File: config.mk
export PLATFORM = sky130hd
export DESIGN_NAME = ex_operand_stage
export DESIGN_NICKNAME = d
export VERILOG_FILES = /design/src/rtl/riscv_pkg.sv /design/src/rtl/fwd_mux.sv /design/src/rtl/ex_operand_stage.sv
export SDC_FILE = /design/constraint.sdc
export NUM_CORES = 1
export LEC_CHECK = 0
export BUFFER_PORTS_ARGS = -buffer_cell sky130_fd_sc_hd__buf_2
export CAP_MARGIN = 40
export CORE_AREA = 5 5 156 158
export CTS_CLUSTER_DIAMETER = 80
export DETAILED_ROUTE_END_ITERATION = 6
export DIE_AREA = 0 0 161 163
export GPL_ROUTABILITY_DRIVEN = 0
export PLACE_DENSITY = 0.82
export SYNTH_ARGS = -nofsm -noshare
export SYNTH_HDL_FRONTEND = slang
export SYNTH_SLANG_ARGS = --single-unit
File: constraint.sdc
create_clock -name clk -period 3.4 [get_ports clk]
set_input_delay 0.34 -clock clk [delete_from_list [all_inputs] [get_ports clk]]
set_output_delay 0.34 -clock clk [all_outputs]
set_load 0.005 [all_outputs]
File: src/rtl/riscv_pkg.sv
// Shared RISC-V core definitions: ALU operation codes, operand-select encodings
// and positions of the decoded control bits.
package riscv_pkg;

  localparam logic [4:0] ALU_ADD  = 5'b00000;
  localparam logic [4:0] ALU_SUB  = 5'b00001;
  localparam logic [4:0] ALU_SLL  = 5'b00010;
  localparam logic [4:0] ALU_SLT  = 5'b00011;
  localparam logic [4:0] ALU_SLTU = 5'b00100;
  localparam logic [4:0] ALU_XOR  = 5'b00101;
  localparam logic [4:0] ALU_SRL  = 5'b00110;
  localparam logic [4:0] ALU_SRA  = 5'b00111;
  localparam logic [4:0] ALU_OR   = 5'b01000;
  localparam logic [4:0] ALU_AND  = 5'b01001;
  localparam logic [4:0] ALU_LUI  = 5'b01010;
  localparam logic [4:0] ALU_BEQ  = 5'b01011;
  localparam logic [4:0] ALU_BNE  = 5'b01100;
  localparam logic [4:0] ALU_BLT  = 5'b01101;
  localparam logic [4:0] ALU_BGE  = 5'b01110;
  localparam logic [4:0] ALU_BLTU = 5'b01111;
  localparam logic [4:0] ALU_BGEU = 5'b10000;

  typedef enum logic [1:0] {
    SRC_A_RS1  = 2'b00,
    SRC_A_PC   = 2'b01,
    SRC_A_ZERO = 2'b10,
    SRC_A_RSV  = 2'b11
  } src_a_e;

  typedef enum logic {
    SRC_B_RS2 = 1'b0,
    SRC_B_IMM = 1'b1
  } src_b_e;

  // Bit positions inside the 5-bit {reg_write, mem_read, mem_write, branch, jump} bundle
  localparam int CTRL_REG_WRITE = 4;
  localparam int CTRL_MEM_READ  = 3;
  localparam int CTRL_MEM_WRITE = 2;
  localparam int CTRL_BRANCH    = 1;
  localparam int CTRL_JUMP      = 0;

endpackage

File: src/rtl/fwd_mux.sv
// Per-source operand forwarding: picks MEM result, WB result or the held
// regfile value. MEM is younger and wins; loads in MEM cannot forward yet.
module fwd_mux #(
  parameter int DATA_WIDTH = 32,
  parameter int ADDR_WIDTH = 5
) (
  input  logic [ADDR_WIDTH-1:0] rs_addr,
  input  logic [DATA_WIDTH-1:0] rs_data,
  input  logic                  mem_reg_write,
  input  logic                  mem_is_load,
  input  logic [ADDR_WIDTH-1:0] mem_rd_addr,
  input  logic [DATA_WIDTH-1:0] mem_result,
  input  logic                  wb_reg_write,
  input  logic [ADDR_WIDTH-1:0] wb_rd_addr,
  input  logic [DATA_WIDTH-1:0] wb_result,
  output logic [DATA_WIDTH-1:0] fwd_data
);

  always_comb begin
    fwd_data = rs_data;
    if (rs_addr != '0) begin
      if (mem_reg_write && !mem_is_load && (mem_rd_addr == rs_addr)) begin
        fwd_data = mem_result;
      end else if (wb_reg_write && (wb_rd_addr == rs_addr)) begin
        fwd_data = wb_result;
      end
    end
  end

endmodule

File: src/rtl/ex_operand_stage.sv
// ID/EX register plus operand select feeding the ALU combinationally, with
// MEM/WB forwarding, a single load-use bubble, back-pressure and flush.
module ex_operand_stage
  import riscv_pkg::*;
#(
  parameter int DATA_WIDTH = 32,
  parameter int ADDR_WIDTH = 5,
  parameter int CNT_WIDTH  = 32
) (
  input  logic                  clk,
  input  logic                  rst,
  input  logic                  id_valid,
  output logic                  id_ready,
  input  logic [DATA_WIDTH-1:0] id_pc,
  input  logic [DATA_WIDTH-1:0] id_rs1_data,
  input  logic [DATA_WIDTH-1:0] id_rs2_data,
  input  logic [DATA_WIDTH-1:0] id_imm,
  input  logic [ADDR_WIDTH-1:0] id_rs1_addr,
  input  logic [ADDR_WIDTH-1:0] id_rs2_addr,
  input  logic [ADDR_WIDTH-1:0] id_rd_addr,
  input  logic [4:0]            id_alu_ctrl,
  input  logic [1:0]            id_src_a,
  input  logic                  id_src_b,
  input  logic [4:0]            id_ctrl,
  input  logic                  mem_reg_write,
  input  logic                  mem_is_load,
  input  logic [ADDR_WIDTH-1:0] mem_rd_addr,
  input  logic [DATA_WIDTH-1:0] mem_result,
  input  logic                  wb_reg_write,
  input  logic [ADDR_WIDTH-1:0] wb_rd_addr,
  input  logic [DATA_WIDTH-1:0] wb_result,
  input  logic                  flush,
  input  logic                  ex_ready,
  output logic                  ex_valid,
  output logic [DATA_WIDTH-1:0] alu_op1,
  output logic [DATA_WIDTH-1:0] alu_op2,
  output logic [4:0]            alu_ctrl,
  output logic [DATA_WIDTH-1:0] ex_store_data,
  output logic [DATA_WIDTH-1:0] ex_pc,
  output logic [ADDR_WIDTH-1:0] ex_rd_addr,
  output logic [4:0]            ex_ctrl,
  output logic [CNT_WIDTH-1:0]  stall_count
);

  logic                  valid_q;
  logic [DATA_WIDTH-1:0] pc_q, rs1_data_q, rs2_data_q, imm_q;
  logic [ADDR_WIDTH-1:0] rs1_addr_q, rs2_addr_q, rd_addr_q;
  logic [4:0]            alu_ctrl_q, ctrl_q;
  src_a_e                src_a_q;
  src_b_e                src_b_q;
  logic [CNT_WIDTH-1:0]  stall_count_q;

  logic [DATA_WIDTH-1:0] rs1_fwd, rs2_fwd;
  logic                  rs1_used, load_use, ex_fire, capture;

  fwd_mux #(.DATA_WIDTH(DATA_WIDTH), .ADDR_WIDTH(ADDR_WIDTH)) u_fwd_rs1 (
    .rs_addr(rs1_addr_q), .rs_data(rs1_data_q),
    .mem_reg_write(mem_reg_write), .mem_is_load(mem_is_load),
    .mem_rd_addr(mem_rd_addr), .mem_result(mem_result),
    .wb_reg_write(wb_reg_write), .wb_rd_addr(wb_rd_addr), .wb_result(wb_result),
    .fwd_data(rs1_fwd)
  );

  fwd_mux #(.DATA_WIDTH(DATA_WIDTH), .ADDR_WIDTH(ADDR_WIDTH)) u_fwd_rs2 (
    .rs_addr(rs2_addr_q), .rs_data(rs2_data_q),
    .mem_reg_write(mem_reg_write), .mem_is_load(mem_is_load),
    .mem_rd_addr(mem_rd_addr), .mem_result(mem_result),
    .wb_reg_write(wb_reg_write), .wb_rd_addr(wb_rd_addr), .wb_result(wb_result),
    .fwd_data(rs2_fwd)
  );

  // rs2 always counts as used because stores need it as data
  assign rs1_used = (src_a_q == SRC_A_RS1) || (src_a_q == SRC_A_RSV);
  assign load_use = valid_q && mem_reg_write && mem_is_load && (mem_rd_addr != '0) &&
                    ((rs1_used && (mem_rd_addr == rs1_addr_q)) || (mem_rd_addr == rs2_addr_q));

  assign ex_valid = valid_q && !load_use;
  assign ex_fire  = ex_valid && ex_ready;
  assign id_ready = !valid_q || ex_fire;
  assign capture  = id_valid && id_ready && !flush;

  always_comb begin
    alu_op1 = rs1_fwd;
    case (src_a_q)
      SRC_A_PC:   alu_op1 = pc_q;
      SRC_A_ZERO: alu_op1 = '0;
      default:    alu_op1 = rs1_fwd;
    endcase
  end

  assign alu_op2       = (src_b_q == SRC_B_IMM) ? imm_q : rs2_fwd;
  assign alu_ctrl      = alu_ctrl_q;
  assign ex_store_data = rs2_fwd;
  assign ex_pc         = pc_q;
  assign ex_rd_addr    = rd_addr_q;
  assign ex_ctrl       = ctrl_q;
  assign stall_count   = stall_count_q;

  always_ff @(posedge clk) begin
    if (rst) begin
      valid_q       <= 1'b0;
      pc_q          <= '0;
      rs1_data_q    <= '0;
      rs2_data_q    <= '0;
      imm_q         <= '0;
      rs1_addr_q    <= '0;
      rs2_addr_q    <= '0;
      rd_addr_q     <= '0;
      alu_ctrl_q    <= '0;
      ctrl_q        <= '0;
      src_a_q       <= SRC_A_RS1;
      src_b_q       <= SRC_B_RS2;
      stall_count_q <= '0;
    end else begin
      if (load_use && !flush && (stall_count_q != '1)) begin
        stall_count_q <= stall_count_q + 1'b1;
      end
      if (flush) begin
        valid_q <= 1'b0;
      end else if (capture) begin
        valid_q    <= 1'b1;
        pc_q       <= id_pc;
        rs1_data_q <= id_rs1_data;
        rs2_data_q <= id_rs2_data;
        imm_q      <= id_imm;
        rs1_addr_q <= id_rs1_addr;
        rs2_addr_q <= id_rs2_addr;
        rd_addr_q  <= id_rd_addr;
        alu_ctrl_q <= id_alu_ctrl;
        ctrl_q     <= id_ctrl;
        src_a_q    <= src_a_e'(id_src_a);
        src_b_q    <= src_b_e'(id_src_b);
      end else if (ex_fire) begin
        valid_q <= 1'b0;
      end
    end
  end

endmodule

# After elaboration in Yosys (flattened, before gate mapping)
# Index checks and enable logic that the tools add are counted.
# classes
addsub	1
n_eq_ne	8
n_mux	10
n_bitwise	1
reduce_logical	30
# ops
op	count
32-bit two-way mux	7
32-bit one-hot mux with 2 select lines	1
32-bit by 1-bit adder with 32-bit output (second input constant)	1
32-bit inequality test (second input constant)	1
5-bit == test	4
1-bit logical AND	16
5-bit nonzero test	3
2-bit == test (second input constant)	2
1-bit zero test	4
1-bit logical OR	3
2-bit by 1-bit == test with 1-bit output (second input constant)	1
2-bit zero test	1
1-bit two-way mux	2
2-bit AND reduction	1
2-bit nonzero test	1
2-bit OR reduction	1
1-bit inverter	1
# totals
reg_bits	189
out_inout_bits	177
word_cells	63

# Logic depth before layout (Yosys ltp)
# logic_depth
depth_word	12
mapped_depth	9
mapped_depth_nobuf	6

# Hierarchy
# From an unflattened synthesis, not the netlist that was laid out.
# hier_totals
hier_cells	1133
hier_area_um2	10535.1
# by_module_without_submodules
module	n_inst	cells_per_inst	area_per_inst_um2	seq_area_each_um2
ex_operand_stage	1	871	8067.7	3783.6
fwd_mux	2	131	1233.7	0.0

# Least setup slack after synthesis
# No wires, ideal clock.
# synth_timing
path_kind	register -> output
from	register rs2_addr_q[0]
to	output port alu_op2[10]
t_arrival_ps	1970
required_time_ps	3060
path_slack_ps	1090
stages_incl_launch_ff	10
n_path_buf	3
cell_sequence	dfxtp_1 -> xor2_1 -> nor4_1 -> nand3_1 -> nand2b_1 -> clkbuf_1 -> or3_1 -> clkbuf_1 -> buf_2 -> o221a_1
# synth_between
elab_chain_cells	6
# synth_rtl
element	line_no	source
start: declaration	ex_operand_stage.sv:47	logic [ADDR_WIDTH-1:0] rs1_addr_q, rs2_addr_q, rd_addr_q;
start signal: assignment	ex_operand_stage.sv:127	rs2_addr_q <= id_rs2_addr;
5-bit == test	fwd_mux.sv:24	end else if (wb_reg_write && (wb_rd_addr == rs_addr)) begin
1-bit logical AND	fwd_mux.sv:24	
32-bit two-way mux	fwd_mux.sv:24	
32-bit two-way mux	fwd_mux.sv:22	if (mem_reg_write && !mem_is_load && (mem_rd_addr == rs_addr)) begin
32-bit two-way mux *	fwd_mux.sv:21	if (rs_addr != '0) begin
32-bit two-way mux *	ex_operand_stage.sv:91	assign alu_op2 = (src_b_q == SRC_B_IMM) ? imm_q : rs2_fwd;
end: declaration	ex_operand_stage.sv:36	output logic [DATA_WIDTH-1:0] alu_op2,
# Every way passes the cells marked *; elsewhere a longest branch is shown, timed or not.

# Worst setup path after layout
# layout_timing
from	register rs2_addr_q[0]
to	output port alu_op2[29]
# The elaborated chain is that of the path after synthesis.

==> impl_metrics.toml <==
[power_and_ir_drop]
power_density_nw_per_um2 = 385.4
ir_worst_vdd_v = 0.0002559
static-leakage-power_uw = 0.005963

[final_layout]
layout-drive-gt1-share_pct = 28.26
finalNetCount = 1961
layout.cell_area.non_filler_um2 = 14470
synthToLayoutAreaGrowth_pct = 24.26
n_fill_cell = 1935
multiInputGateArea_um2 = 7269
sequential_cell_area_um2 = 3785

[place]
dpl_cell_area_um2 = 13850
io_buffers = 414
detailedPlacementHpwl_um = 31210

[synthesis]
yosys.area.top_type_share_pct = 32.50
synth-seq-cells = 189
synth.area.top_cells = "sky130_fd_sc_hd__dfxtp_1 (32%), sky130_fd_sc_hd__nand2b_1 (17%), sky130_fd_sc_hd__mux2i_1 (16%), sky130_fd_sc_hd__o31ai_1 (3.3%), sky130_fd_sc_hd__o221a_1 (3.1%)"
postSynthNetCount = 1620
synthesis.area_um2 = 11640
synth_most_common_cell = "sky130_fd_sc_hd__nand2b_1"
synth_enable_flop_cells = 0
synth.yosys.warnings = 0
synth_top_cell_by_area = "sky130_fd_sc_hd__dfxtp_1"
ys_types = 50
synth_top_cells_by_count = "sky130_fd_sc_hd__nand2b_1 (313), sky130_fd_sc_hd__dfxtp_1 (189), sky130_fd_sc_hd__mux2i_1 (187)"
synthesis.instances = 1380
synth_area_per_cell_um2 = 8.437
synth_ff_type = "sky130_fd_sc_hd__dfxtp_1"
synth.yosys.seq_area_share_pct = 32.50
synth_async_sr_flop_share_pct = 0

[worst_setup_path]
worst_r2r_path_depth = 6
r2r-start = "src_a_q[1]$_SDFFE_PP0P_"
crit_type = "register to primary output"
critPathArrivalTime_ps = 2780
timing.critical_path.to_type = "primary output"
timing.critical_path.to = "alu_op2[29]"
crit_start = "rs2_addr_q[0]$_SDFFE_PP0P_"
critical_path_required_ps = 3060
r2r_end = "stall_count[30]$_SDFFE_PP0P_"
timing.reg2reg.setup_slack_ps = 600
crit_path_max_fo = 32
critical_path.startpoint_type = "register"

[detailed_routing]
drc_errors = 0
wl_met3_um = 3929
route.met2.wl_um = 20040
drt.antenna.violating_nets = 0
drt-initial-drc-count = 1207
via_count = 12130
drt-total-wl_um = 42790
wl_per_cell_um = 21.06
via_per_inst = 5.969
route.layer.met1.wl_um = 16080
drt-pass1-iter-count = 6
top_layer = "met5"

[cts]
cts.sink_count = 189
post_cts_buffers = 0
cts_tree = "done"
clk_latency_ps = 440
clockBufferDepth = 2
htree_levels = 4
cts.clk_slew.worst_paths_ps = 80
cts_root_buffer = "sky130_fd_sc_hd__clkbuf_16"
numCtsBuffers = 17

[sta]
skew_ps = 15.61
totalNegativeSetupSlack_ps = 0
post-route-period-util_pct = 91.71
max_freq_ghz = 0.3207
grt_setup_unrepaired = "false"
timing_max_transition_violations_final = 0
worst_slew_pin_slew_ps = 775.0
time_the_worst_path_needs_with_i_o_delays_and_setup_ps = 3118
worst_relative_slew_slack_pct = 48.15
report.final.hold_viol_count = 0
setup_viol = 0

[global_routing]
via_count_of_the_first_global_routing_pass = 11830
grt_usage_pct = 31.11
antenna_found_initial = 9
largest_net_degree_at_the_start_of_global_routing = 149
globalRouteOverflowTotal = 0
grt_first_pass_wirelength_um = 65250

[floorplanning]
design.die.area_um2 = 26240
die_width_um = 161
core_um2 = 22980
num_rows = 56
design.portCount = 415
die_y_um = 163
start_util_pct = 50.66

[run]
cap_viol_max_count = 0

[status]
run_status = "completed"

[worst_hold_path]
hold_path_class = "input port to register"
## area by class of cell
cell class / count / area share [%]
multi-input combinational: 1064 / 50.24
sequential: 189 / 26.16
timing repair buffer: 443 / 16.65
clock buffer: 17 / 2.940
tap: 290 / 2.508
clock inverter: 15 / 1.211
inverter: 6 / 0.1557
antenna: 8 / 0.1384
## through the flow
| step | power (µW) | setup WS (ps) | hold WS, ps | util (%) | std cells |
|---|---|---|---|---|---|
| 2_1_floorplan | 3017 | 1090 | 412.8 | - | 1380 |
| 3_3_place_gp | 3473 | 692.2 | 455.5 | 60.25 | 1992 |
| 3_5_place_dp | 3496 | 662.6 | 460.9 | 60.25 | 1992 |
| 4_1_cts | 5585 | 175.5 | 134.1 | 62.86 | 2024 |
| 5_1_grt | 5792 | 111.2 | 145.9 | 62.92 | 2029 |
| 6_report | 5576 | 281.9 | 156.2 | 62.96 | 2032 |
## report_power, final
part / internal (µW) / switching [µW] / leakage (µW) / total [µW]
logic: 492 / 582 / 0.00413 / 1070
clock network: 1110 / 991 / 0.000296 / 2110
registers: 2310 / 86.8 / 0.00154 / 2400
total: 3920 / 1660 / 0.00596 / 5580
## worst max-delay path, stage by stage, from the launching register on
cell and delay (ps):
sky130_fd_sc_hd__dfxtp_1 380, sky130_fd_sc_hd__xor2_1 180, sky130_fd_sc_hd__nor4_1 270, sky130_fd_sc_hd__nand3_1 200, sky130_fd_sc_hd__nand2b_1 210, sky130_fd_sc_hd__or3_1 300
sky130_fd_sc_hd__buf_4 260, sky130_fd_sc_hd__o221a_1 350, sky130_fd_sc_hd__buf_2 150
## placed cells by master, fill, tap and decap left out, types with 4 or more instances in the layout
master / instances
sky130_fd_sc_hd__a21oi_1: 60
sky130_fd_sc_hd__buf_12: 9
sky130_fd_sc_hd__buf_2: 413
sky130_fd_sc_hd__buf_4: 20
sky130_fd_sc_hd__clkbuf_16: 17
sky130_fd_sc_hd__dfxtp_1: 188
sky130_fd_sc_hd__diode_2: 8
sky130_fd_sc_hd__inv_1: 6
sky130_fd_sc_hd__inv_8: 4
sky130_fd_sc_hd__mux2i_1: 187
sky130_fd_sc_hd__nand2_1: 77
sky130_fd_sc_hd__nand2b_1: 313
sky130_fd_sc_hd__nand3_1: 41
sky130_fd_sc_hd__nand4_1: 14
sky130_fd_sc_hd__nor2_1: 77
sky130_fd_sc_hd__nor2b_1: 5
sky130_fd_sc_hd__nor3_1: 36
sky130_fd_sc_hd__nor4_1: 4
sky130_fd_sc_hd__o211ai_1: 31
sky130_fd_sc_hd__o21ai_0: 4
sky130_fd_sc_hd__o21ai_1: 4
sky130_fd_sc_hd__o221a_1: 32
sky130_fd_sc_hd__o22ai_1: 32
sky130_fd_sc_hd__o31ai_1: 51
sky130_fd_sc_hd__or3_1: 7
sky130_fd_sc_hd__or4_1: 24
sky130_fd_sc_hd__xnor2_1: 6
sky130_fd_sc_hd__xor2_1: 18
## routing by layer
layer,vias up,global-route usage [%]
li1,5593,-
met1,5597,36.44
met2,748,50.88
met3,184,8.454
met4,6,19.12
met5,-,0
## flip-flops by register name, summed over array words and instances, names as in the netlist
| name | cells |
|---|---|
| ex_pc | 32 |
| imm_q | 32 |
| rs1_data_q | 32 |
| rs2_data_q | 32 |
| stall_count | 32 |
| alu_ctrl | 5 |
| ex_ctrl | 5 |
| ex_rd_addr | 5 |
| rs1_addr_q | 5 |
| rs2_addr_q | 5 |
| src_a_q | 2 |
| src_b_q | 1 |
| valid_q | 1 |
## what timing repair did
action	4_1_cts	5_1_grt
hold endpoints to repair	0	0
setup endpoints to repair	0	1
hold buffers	0	0
resized for setup	0	1
## cell families (layout without fill, tap and decap cells)
kind of cell    Yosys count  in the layout  synth area share (%)
xor+xnor                 24             24                 1.805
other cells               0              8                     0
flops                   189            189                 32.50
mux                     188            188                 16.17
simple gates            620            620                 29.63
fa+ha+maj                 2              2                0.2149
compound gates          230            230                 14.41
buf+inv                 127            481                 5.276
## how the worst min path moves through the flow
stage	from	end	cells after the start	slack [ps]
floorplan	flush	valid_q$_SDFFE_PP0P_	1	410
global placement	ex_ctrl[3]$_SDFFE_PP0P_	ex_ctrl[3]$_SDFFE_PP0P_	2	460
detailed placement	rs1_data_q[26]$_SDFFE_PP0P_	rs1_data_q[26]$_SDFFE_PP0P_	2	460
CTS	id_rd_addr[2]	ex_rd_addr[2]$_SDFFE_PP0P_	3	130
global route	id_src_b	src_b_q$_SDFFE_PP0P_	3	150
finish	id_rd_addr[2]	ex_rd_addr[2]$_SDFFE_PP0P_	3	160
No activity file was read; power rests on OpenSTA's default activity.
